`config.mk`:
```
export PLATFORM = sky130hd
export DESIGN_NAME = load_align_unit
export DESIGN_NICKNAME = d
export VERILOG_FILES = /design/src/rtl/load_align_unit.sv
export SDC_FILE = /design/constraint.sdc
export NUM_CORES = 1
export LEC_CHECK = 0
export CORE_ASPECT_RATIO = 2
export CORE_MARGIN = 1
export CORE_UTILIZATION = 40
export DETAILED_ROUTE_END_ITERATION = 8
export GPL_TIMING_DRIVEN = 1
export PLACE_DENSITY = 0.74
export RECOVER_POWER = 50
export SKIP_CTS_REPAIR_TIMING = 1
export SLEW_MARGIN = 20
export SYNTH_ARGS = -nofsm -noshare
export SYNTH_HDL_FRONTEND = slang
export SYNTH_SLANG_ARGS = --single-unit
```
`constraint.sdc`:
```
create_clock -name clk -period 2.4 [get_ports clk]
set_clock_uncertainty 0.2 [all_clocks]
set_input_delay 0.24 -clock clk [delete_from_list [all_inputs] [get_ports clk]]
set_output_delay 0.24 -clock clk [all_outputs]
set_load 0.01 [all_outputs]
```
`src/rtl/load_align_unit.sv`:
```
// load_align_unit: load path between the memory stage and the data-memory port.
// Issues aligned bus reads for byte/half/word (and double at DWIDTH=64) loads,
// then shifts and sign/zero-extends the result and returns one registered
// writeback beat tagged with the destination register.
//
// Optional feature macro: LOAD_MISALIGN_SPLIT_EN
//   defined     - loads that cross a bus word are split into two reads and merged
//   not defined - loads that cross a bus word fault without touching the bus
module load_align_unit #(
    parameter int DWIDTH = 32,
    parameter int AWIDTH = 32
) (
    input  logic              clk,
    input  logic              rst,
    input  logic              req_valid,
    output logic              req_ready,
    input  logic [AWIDTH-1:0] req_addr,
    input  logic [2:0]        req_func3,
    input  logic [4:0]        req_rd,
    output logic              mem_req_valid,
    input  logic              mem_req_ready,
    output logic [AWIDTH-1:0] mem_req_addr,
    input  logic              mem_resp_valid,
    input  logic [DWIDTH-1:0] mem_resp_data,
    output logic              rsp_valid,
    output logic [DWIDTH-1:0] rsp_data,
    output logic [4:0]        rsp_rd,
    output logic              rsp_fault
);

    localparam int LANES = DWIDTH / 8;
    localparam int OFFW  = $clog2(LANES);

    typedef enum logic [2:0] {
        IDLE  = 3'd0,
        REQ0  = 3'd1,
        WAIT0 = 3'd2,
        REQ1  = 3'd3,
        WAIT1 = 3'd4,
        RESP  = 3'd5
    } state_t;

    // 111 is never a load; doubles and LWU only exist on a 64-bit bus.
    function automatic logic is_illegal(input logic [2:0] f3);
        return (f3 == 3'b111) ||
               ((DWIDTH == 32) && ((f3 == 3'b011) || (f3 == 3'b110)));
    endfunction

    // True when the access runs past the end of the bus word it starts in.
    function automatic logic is_split(input logic [OFFW-1:0] off, input logic [1:0] size_code);
        logic [4:0] span;
        span = 5'(off) + (5'd1 << size_code);
        return span > 5'(LANES);
    endfunction

    // Shift the merged {hi, lo} pair down to the addressed byte, keep the
    // access width and extend it to the full result width.
    function automatic logic [DWIDTH-1:0] align_extend(input logic [2*DWIDTH-1:0] w,
                                                       input logic [OFFW-1:0]     off,
                                                       input logic [2:0]          f3);
        logic [DWIDTH-1:0] low;
        logic [DWIDTH-1:0] mask;
        logic              sgn;
        low = DWIDTH'(w >> {off, 3'b000});
        case (f3[1:0])
            2'b00: begin
                mask = DWIDTH'(8'hFF);
                sgn  = low[7];
            end
            2'b01: begin
                mask = DWIDTH'(16'hFFFF);
                sgn  = low[15];
            end
            2'b10: begin
                mask = DWIDTH'(32'hFFFF_FFFF);
                sgn  = low[31];
            end
            default: begin
                mask = '1;
                sgn  = low[DWIDTH-1];
            end
        endcase
        return (low & mask) | ((sgn && !f3[2]) ? ~mask : '0);
    endfunction

    state_t              state_q, state_d;
    logic [OFFW-1:0]     off_q, off_d;
    logic [2:0]          func3_q, func3_d;
    logic [4:0]          rd_q, rd_d;
    logic                mem_req_valid_q, mem_req_valid_d;
    logic [AWIDTH-1:0]   mem_req_addr_q, mem_req_addr_d;
    logic                rsp_valid_q, rsp_valid_d;
    logic [DWIDTH-1:0]   rsp_data_q, rsp_data_d;
    logic [4:0]          rsp_rd_q, rsp_rd_d;
    logic                rsp_fault_q, rsp_fault_d;
`ifdef LOAD_MISALIGN_SPLIT_EN
    logic [DWIDTH-1:0]   lo_q, lo_d;
`endif

    logic                req_fault_s;
    logic                complete_s;
    logic [2*DWIDTH-1:0] merged_s;

    // Request-side fault decision and the {hi, lo} pair feeding the aligner.
    always_comb begin
`ifdef LOAD_MISALIGN_SPLIT_EN
        req_fault_s = is_illegal(req_func3);
        merged_s    = (state_q == WAIT1) ? {mem_resp_data, lo_q}
                                         : {{DWIDTH{1'b0}}, mem_resp_data};
`else
        req_fault_s = is_illegal(req_func3) ||
                      is_split(req_addr[OFFW-1:0], req_func3[1:0]);
        merged_s    = {{DWIDTH{1'b0}}, mem_resp_data};
`endif
    end

    // Next-state and next-output logic for the load sequencer.
    always_comb begin
        state_d         = state_q;
        off_d           = off_q;
        func3_d         = func3_q;
        rd_d            = rd_q;
        mem_req_valid_d = mem_req_valid_q;
        mem_req_addr_d  = mem_req_addr_q;
        rsp_valid_d     = 1'b0;
        rsp_data_d      = rsp_data_q;
        rsp_rd_d        = rsp_rd_q;
        rsp_fault_d     = rsp_fault_q;
`ifdef LOAD_MISALIGN_SPLIT_EN
        lo_d            = lo_q;
`endif
        complete_s      = 1'b0;

        case (state_q)
            IDLE: begin
                if (req_valid) begin
                    off_d   = req_addr[OFFW-1:0];
                    func3_d = req_func3;
                    rd_d    = req_rd;
                    if (req_fault_s) begin
                        state_d     = RESP;
                        rsp_valid_d = 1'b1;
                        rsp_fault_d = 1'b1;
                        rsp_data_d  = '0;
                        rsp_rd_d    = req_rd;
                    end else begin
                        state_d         = REQ0;
                        mem_req_valid_d = 1'b1;
                        mem_req_addr_d  = req_addr & ~AWIDTH'(LANES - 1);
                    end
                end else begin
                    state_d = IDLE;
                end
            end
            REQ0: begin
                if (mem_req_ready) begin
                    state_d         = WAIT0;
                    mem_req_valid_d = 1'b0;
                end else begin
                    state_d = REQ0;
                end
            end
            WAIT0: begin
                if (mem_resp_valid) begin
`ifdef LOAD_MISALIGN_SPLIT_EN
                    if (is_split(off_q, func3_q[1:0])) begin
                        lo_d            = mem_resp_data;
                        state_d         = REQ1;
                        mem_req_valid_d = 1'b1;
                        mem_req_addr_d  = mem_req_addr_q + AWIDTH'(LANES);
                    end else begin
                        complete_s = 1'b1;
                    end
`else
                    complete_s = 1'b1;
`endif
                end else begin
                    state_d = WAIT0;
                end
            end
`ifdef LOAD_MISALIGN_SPLIT_EN
            REQ1: begin
                if (mem_req_ready) begin
                    state_d         = WAIT1;
                    mem_req_valid_d = 1'b0;
                end else begin
                    state_d = REQ1;
                end
            end
            WAIT1: begin
                if (mem_resp_valid) begin
                    complete_s = 1'b1;
                end else begin
                    state_d = WAIT1;
                end
            end
`endif
            RESP: begin
                state_d = IDLE;
            end
            default: begin
                state_d         = IDLE;
                mem_req_valid_d = 1'b0;
            end
        endcase

        if (complete_s) begin
            state_d     = RESP;
            rsp_valid_d = 1'b1;
            rsp_fault_d = 1'b0;
            rsp_data_d  = align_extend(merged_s, off_q, func3_q);
            rsp_rd_d    = rd_q;
        end else begin
            rsp_valid_d = rsp_valid_d;
        end
    end

    // State and registered outputs; reset aborts any transaction in flight.
    always_ff @(posedge clk or posedge rst) begin
        if (rst) begin
            state_q         <= IDLE;
            off_q           <= '0;
            func3_q         <= 3'b000;
            rd_q            <= 5'd0;
            mem_req_valid_q <= 1'b0;
            mem_req_addr_q  <= '0;
            rsp_valid_q     <= 1'b0;
            rsp_data_q      <= '0;
            rsp_rd_q        <= 5'd0;
            rsp_fault_q     <= 1'b0;
`ifdef LOAD_MISALIGN_SPLIT_EN
            lo_q            <= '0;
`endif
        end else begin
            state_q         <= state_d;
            off_q           <= off_d;
            func3_q         <= func3_d;
            rd_q            <= rd_d;
            mem_req_valid_q <= mem_req_valid_d;
            mem_req_addr_q  <= mem_req_addr_d;
            rsp_valid_q     <= rsp_valid_d;
            rsp_data_q      <= rsp_data_d;
            rsp_rd_q        <= rsp_rd_d;
            rsp_fault_q     <= rsp_fault_d;
`ifdef LOAD_MISALIGN_SPLIT_EN
            lo_q            <= lo_d;
`endif
        end
    end

    // Ready is qualified by rst so it is low throughout reset.
    assign req_ready     = (state_q == IDLE) && !rst;
    assign mem_req_valid = mem_req_valid_q;
    assign mem_req_addr  = mem_req_addr_q;
    assign rsp_valid     = rsp_valid_q;
    assign rsp_data      = rsp_data_q;
    assign rsp_rd        = rsp_rd_q;
    assign rsp_fault     = rsp_fault_q;

endmodule
```
Yosys cells after proc, flatten, opt, wreduce, memory -nomap -nowiden
Index checks and enable logic that the tools add are counted.
- $add $sub $neg: 1
- magnitude comparators: 1
- equal/unequal tests: 11
- shifts and indexed selects: 2
- muxes and demuxes: 33
- bitwise operators: 5
- reductions and logical operators: 17
- operators with widths (cell ; count):
    2-to-1 mux 32 bit ; 6
    case mux 32 bit (2 select lines) ; 1
    AND 32 bit ; 1
    NOT 32 bit ; 1
    bitwise OR 32 bit ; 1
    right shift 32 x 5 -> 32 bit ; 1
    2-to-1 mux 5 bit ; 4
    2-to-1 mux 1 bit ; 14
    2-to-1 mux 3 bit ; 4
    == test 3 bit, second input constant ; 3
    case mux 3 bit (3 select lines) ; 1
    == test 3 x 2 -> 1 bit, second input constant ; 2
    != test 2 bit, second input constant ; 3
    AND reduction 3 bit ; 2
    nonzero test 2 bit ; 3
    adder 2 x 5 -> 5 bit ; 1
    greater-than comparator 5 x 3 -> 1 bit, second input constant ; 1
    << shifter 1 x 2 -> 5 bit, first input constant ; 1
    AND reduction 4 bit ; 1
    == test 3 x 1 -> 1 bit, second input constant ; 1
    zero test 3 bit ; 1
    logical OR 1 bit ; 3
    != test 3 bit, second input constant ; 1
    case mux 1 bit (3 select lines) ; 1
    9 further kinds ; 12
- register bits: 83
- output and inout port bits: 73
- word-level logic and storage cells: 80

Depth between registers and ports, before layout
- word-level depth: 8
- gate-level depth with buffers: 9
- gate-level depth less buffers: 9

Worst setup path after synthesis
No wires, ideal clock.
- path type: input port to flip-flop
- start point: input port req_func3[0]
- end point: register mem_req_addr_q[10] (netlist: mem_req_addr[10])
- library setup time: 125 ps
- arrival: 1895 ps
- data required time: 2075 ps
- slack: 181 ps
- stages: 9
- cells stage by stage: nor2_1 -> ha_1 -> inv_1 -> fa_1 -> nand2b_1 -> and2_1 -> nand3b_1 -> buf_2 -> mux2_2
- cells in the longest elaborated chain, start to end: 6
- ends and longest elaborated chain (item ; line ; source):
    start: declaration ; 18 ; input logic [2:0] req_func3,
    << shifter 1 x 2 -> 5 bit, or another cell as far along ; 52 ; span = 5'(off) + (5'd1 << size_code);
    adder 2 x 5 -> 5 bit or logical OR 1 bit (tied branches) ; 52, 46 ;
    greater-than comparator 5 x 3 -> 1 bit or logical OR 1 bit (tied branches) ; 53, 45 ;
    logical OR 1 bit * ; 111 ; req_fault_s = is_illegal(req_func3) ||
    NOT 1 bit (no line) * ; n/a ;
    AND reduction 3 bit (no line) * ; n/a ;
    end signal: assignment ; 240 ; mem_req_addr_q <= mem_req_addr_d;
    end: declaration ; 91 ; logic [AWIDTH-1:0] mem_req_addr_q, mem_req_addr_d;
Every way passes the cells marked *; elsewhere a longest branch is shown, timed or not.
A chain may end at the register's enable or synchronous reset.

Final worst setup path
- start point: input port req_func3[1]
- end point: register mem_req_addr_q[17] (netlist: mem_req_addr[17])
Same word-level chain as after synthesis.

==> out/metrics.csv <==
stage;metric;value;unit
synthesis;synth_area_per_cell;12.8;um2
clock_network;cts_sinks;83;
sta;period_share;0.935;
outcome;failed_checks;design-rule violations;
outcome;run_status;finished with violations;
grt;antenna_found_initial;0;
drt;drt.antenna.violating_nets;0;
setup_path;critPathLaunchType;primary input;
placement;dp_hpwl;7.66;mm
placement;dp_slack;-425;ps
die;io_pins;150;
grt;grt_usage;0.211;
placement;dp.cells;553;
sta;setup_viol;0;
die;floorplan.core_area;9320;um2
grt;grt-ovfl-total;0;
sta;max_freq;0.446;GHz
sta;hold_violations;0;
setup_path;critPathRequiredTime;2410;ps
placement;place.gp.congestion;0.888;
setup_path;cp_cell_sequence;dlymetal6s2s_1 -> nor2_1 -> ha_1 -> inv_1 -> fa_1 -> nand2b_1 -> and2_4 -> nand3b_1 -> buf_6 -> clkbuf_16 -> mux2_2;
synthesis;ys_warn_count;0;
setup_path;r2r-start;state_q[2];
sta;worst_pin_slew;1190;ps
grt;grt_pass1_vias;3249;
drt;vias_per_cell;5.48;
layout;fin_util;0.634;
synthesis;syn_area;3830;um2
synthesis;synth_edf_count;0;
synthesis;ys_seq_area_frac;0.542;
grt;grt_pass1_wl;16.1;mm
layout;areaGrowthSynthToFinish;54.4;%
clock_network;cts_tree;built;
setup_path;crit_slowest_cell;fa_1;
die;dieHeight;140;um
sta;rsz0062_at_grt;no;
job;cap_violations;0;
die;start_util;0.411;
setup_path;critPathKind;in -> reg;
synthesis;synth_cells;300;
clock_network;clockBufferDepth;2;
setup_path;crit_fanout;8;
die;die_x;71.2;um
placement;port_buffers;147;
sta;final.setup.worst_slack;155;ps
layout;fin_cells;573;
layout;drive_above_1_share;0.213;
clock_network;h-tree-depth;3;
clock_network;clock_latency;330;ps
synthesis;yosysUniqueCellTypes;40;
hold_path;worstHoldStart;req_addr[1];
setup_path;slowest_delay;470;ps
hold_path;holdCritPathClass;in -> reg;
synthesis;synth_top_area_cell;dfrtp_1;
setup_path;end_kind;register;
sta;slew_headroom;0.205;
power;cellLeakagePower;2.70;nW
synthesis;synthArstFlopShare;1.00;
drt;drc;6;
setup_path;crit_path_start;req_func3[1];
die;die_area;9990;um2
drt;first_pass_iters;8;
sta;drv_slew;0;
power;total_power;6.82;mW
power;power_density;1150;nW/um2
die;num_rows;50;
setup_path;cp.arrival;2260;ps
drt;routedWlPerCell;18.6;um
power;vdd_drop_max;0.831;mV
synthesis;synth.area.top_cells;dfrtp_1, mux2_2, mux2i_1;
grt;grt_max_degree;49;
synthesis;ys_ff_latch;83;
synthesis;synthFlopType;dfrtp_1;
clock_network;cts_buffers;9;
layout;antennaDiodeCount;0;
sta;fin_crit;2240;ps
drt;drtIter0Drc;227;
layout;nNetsFinal;543;
drt;vias;3141;
clock_network;cts_root_buffer;clkbuf_16;
drt;totalWireLength;10.7;mm
synthesis;synth_top_area_share;0.542;
clock_network;path_clk_slew;60;ps
==> cell type report <==
class,count,area [um2]
Clock inverter,6,65.1
Clock buffer,10,239
Multi-Input combinational cell,191,1630
Sequential cell,83,2080
Tap cell,104,130
Inverter,8,33.8
Timing Repair Buffer,171,1740
Fill cell,721,3410
==> logic make-up (layout without fill, tap and decap cells) <==
group | Yosys count | count (layout) | share of synthesized area
AO/OA/AOI/OAI | 60 | 60 | 0.131
adder cells (fa/ha/maj) | 2 | 2 | 0.00850
buffers and inverters | 27 | 195 | 0.0369
flip-flops | 83 | 83 | 0.542
multiplexers | 69 | 69 | 0.200
other | 1 | 2 | 0.000979
AND/OR/NAND/NOR | 58 | 58 | 0.0801
==> critical path, delay by kind of cell <==
family	cells	cell delay [ps]
buf+inv	4	530
fa+ha+maj	2	620
simple gates	4	580
mux	1	270
==> registers in the layout, indices dropped and copies added (netlist names) <==
signal,cells
rsp_data,32
rsp_valid,1
func3_q,3
mem_req_valid,1
off_q,2
rd_q,5
state_q,3
rsp_rd,5
rsp_fault,1
mem_req_addr,30
==> where the power goes <==
group	switching (mW)	total [mW]	internal [mW]
logic	1.25	3.03	1.78
clock network	0.547	1.38	0.834
registers	0.408	2.41	2.00
==> layout by cell type, fill, tap and decap left out, types with 10 or more instances in the layout <==
cell / synthesis / layout
buf_4: 3 / 15
a221o_1: 16 / 16
clkbuf_16: 0 / 11
nand2_1: 16 / 16
clkdlybuf4s50_1: 0 / 109
dfrtp_1: 83 / 83
dlygate4sd3_1: 0 / 34
o21ai_0: 10 / 10
mux2i_1: 18 / 18
a211o_1: 15 / 15
nor2_1: 18 / 18
mux2_2: 50 / 50
==> final timing paths <==
check                                   endpoint  slack [ps]  depth (start not counted)
worst min-delay path                    off_q[1]         120                          3
max in group asynchronous           rsp_data[18]         630                          3
worst max register to register      rsp_data[26]         190                          5
min in group asynchronous       mem_req_addr[27]         510                          3
worst max-delay path            mem_req_addr[17]         160                         11
worst min register to register      rsp_data[18]         290                          1
==> Yosys cell counts (all sizes together) (3+ instances only) <==
cell type and count:
nor2b 8, inv 8, a221o 16, a211o 15, nand2b 4, dfrtp 83, mux2 50, nor2 18
a32o 7, mux2i 18, buf 17, nand3b 4, a21oi 3, nand2 16, o21ai 10
==> metal layers <==
layer,track usage,vias to the layer above,part of all wire
met1,0.218,1566,0.35
met5,0,-,0
li1,-,1435,-
met2,0.388,115,0.57
met3,0.0360,25,0.042
met4,0.123,0,0.039
==> through the flow <==
step / cell area (um2) / hold WS (ps) / setup TNS, ps
4_1_cts: 5830 / 178 / -4040
3_5_place_dp: 5530 / 276 / -27070
3_3_place_gp: 5530 / 273 / -26030
6_report: 5910 / 116 / 0
5_1_grt: 5910 / 106 / 0
2_1_floorplan: 3840 / 185 / 0
Note: power is estimated with default switching activity, not from simulation.
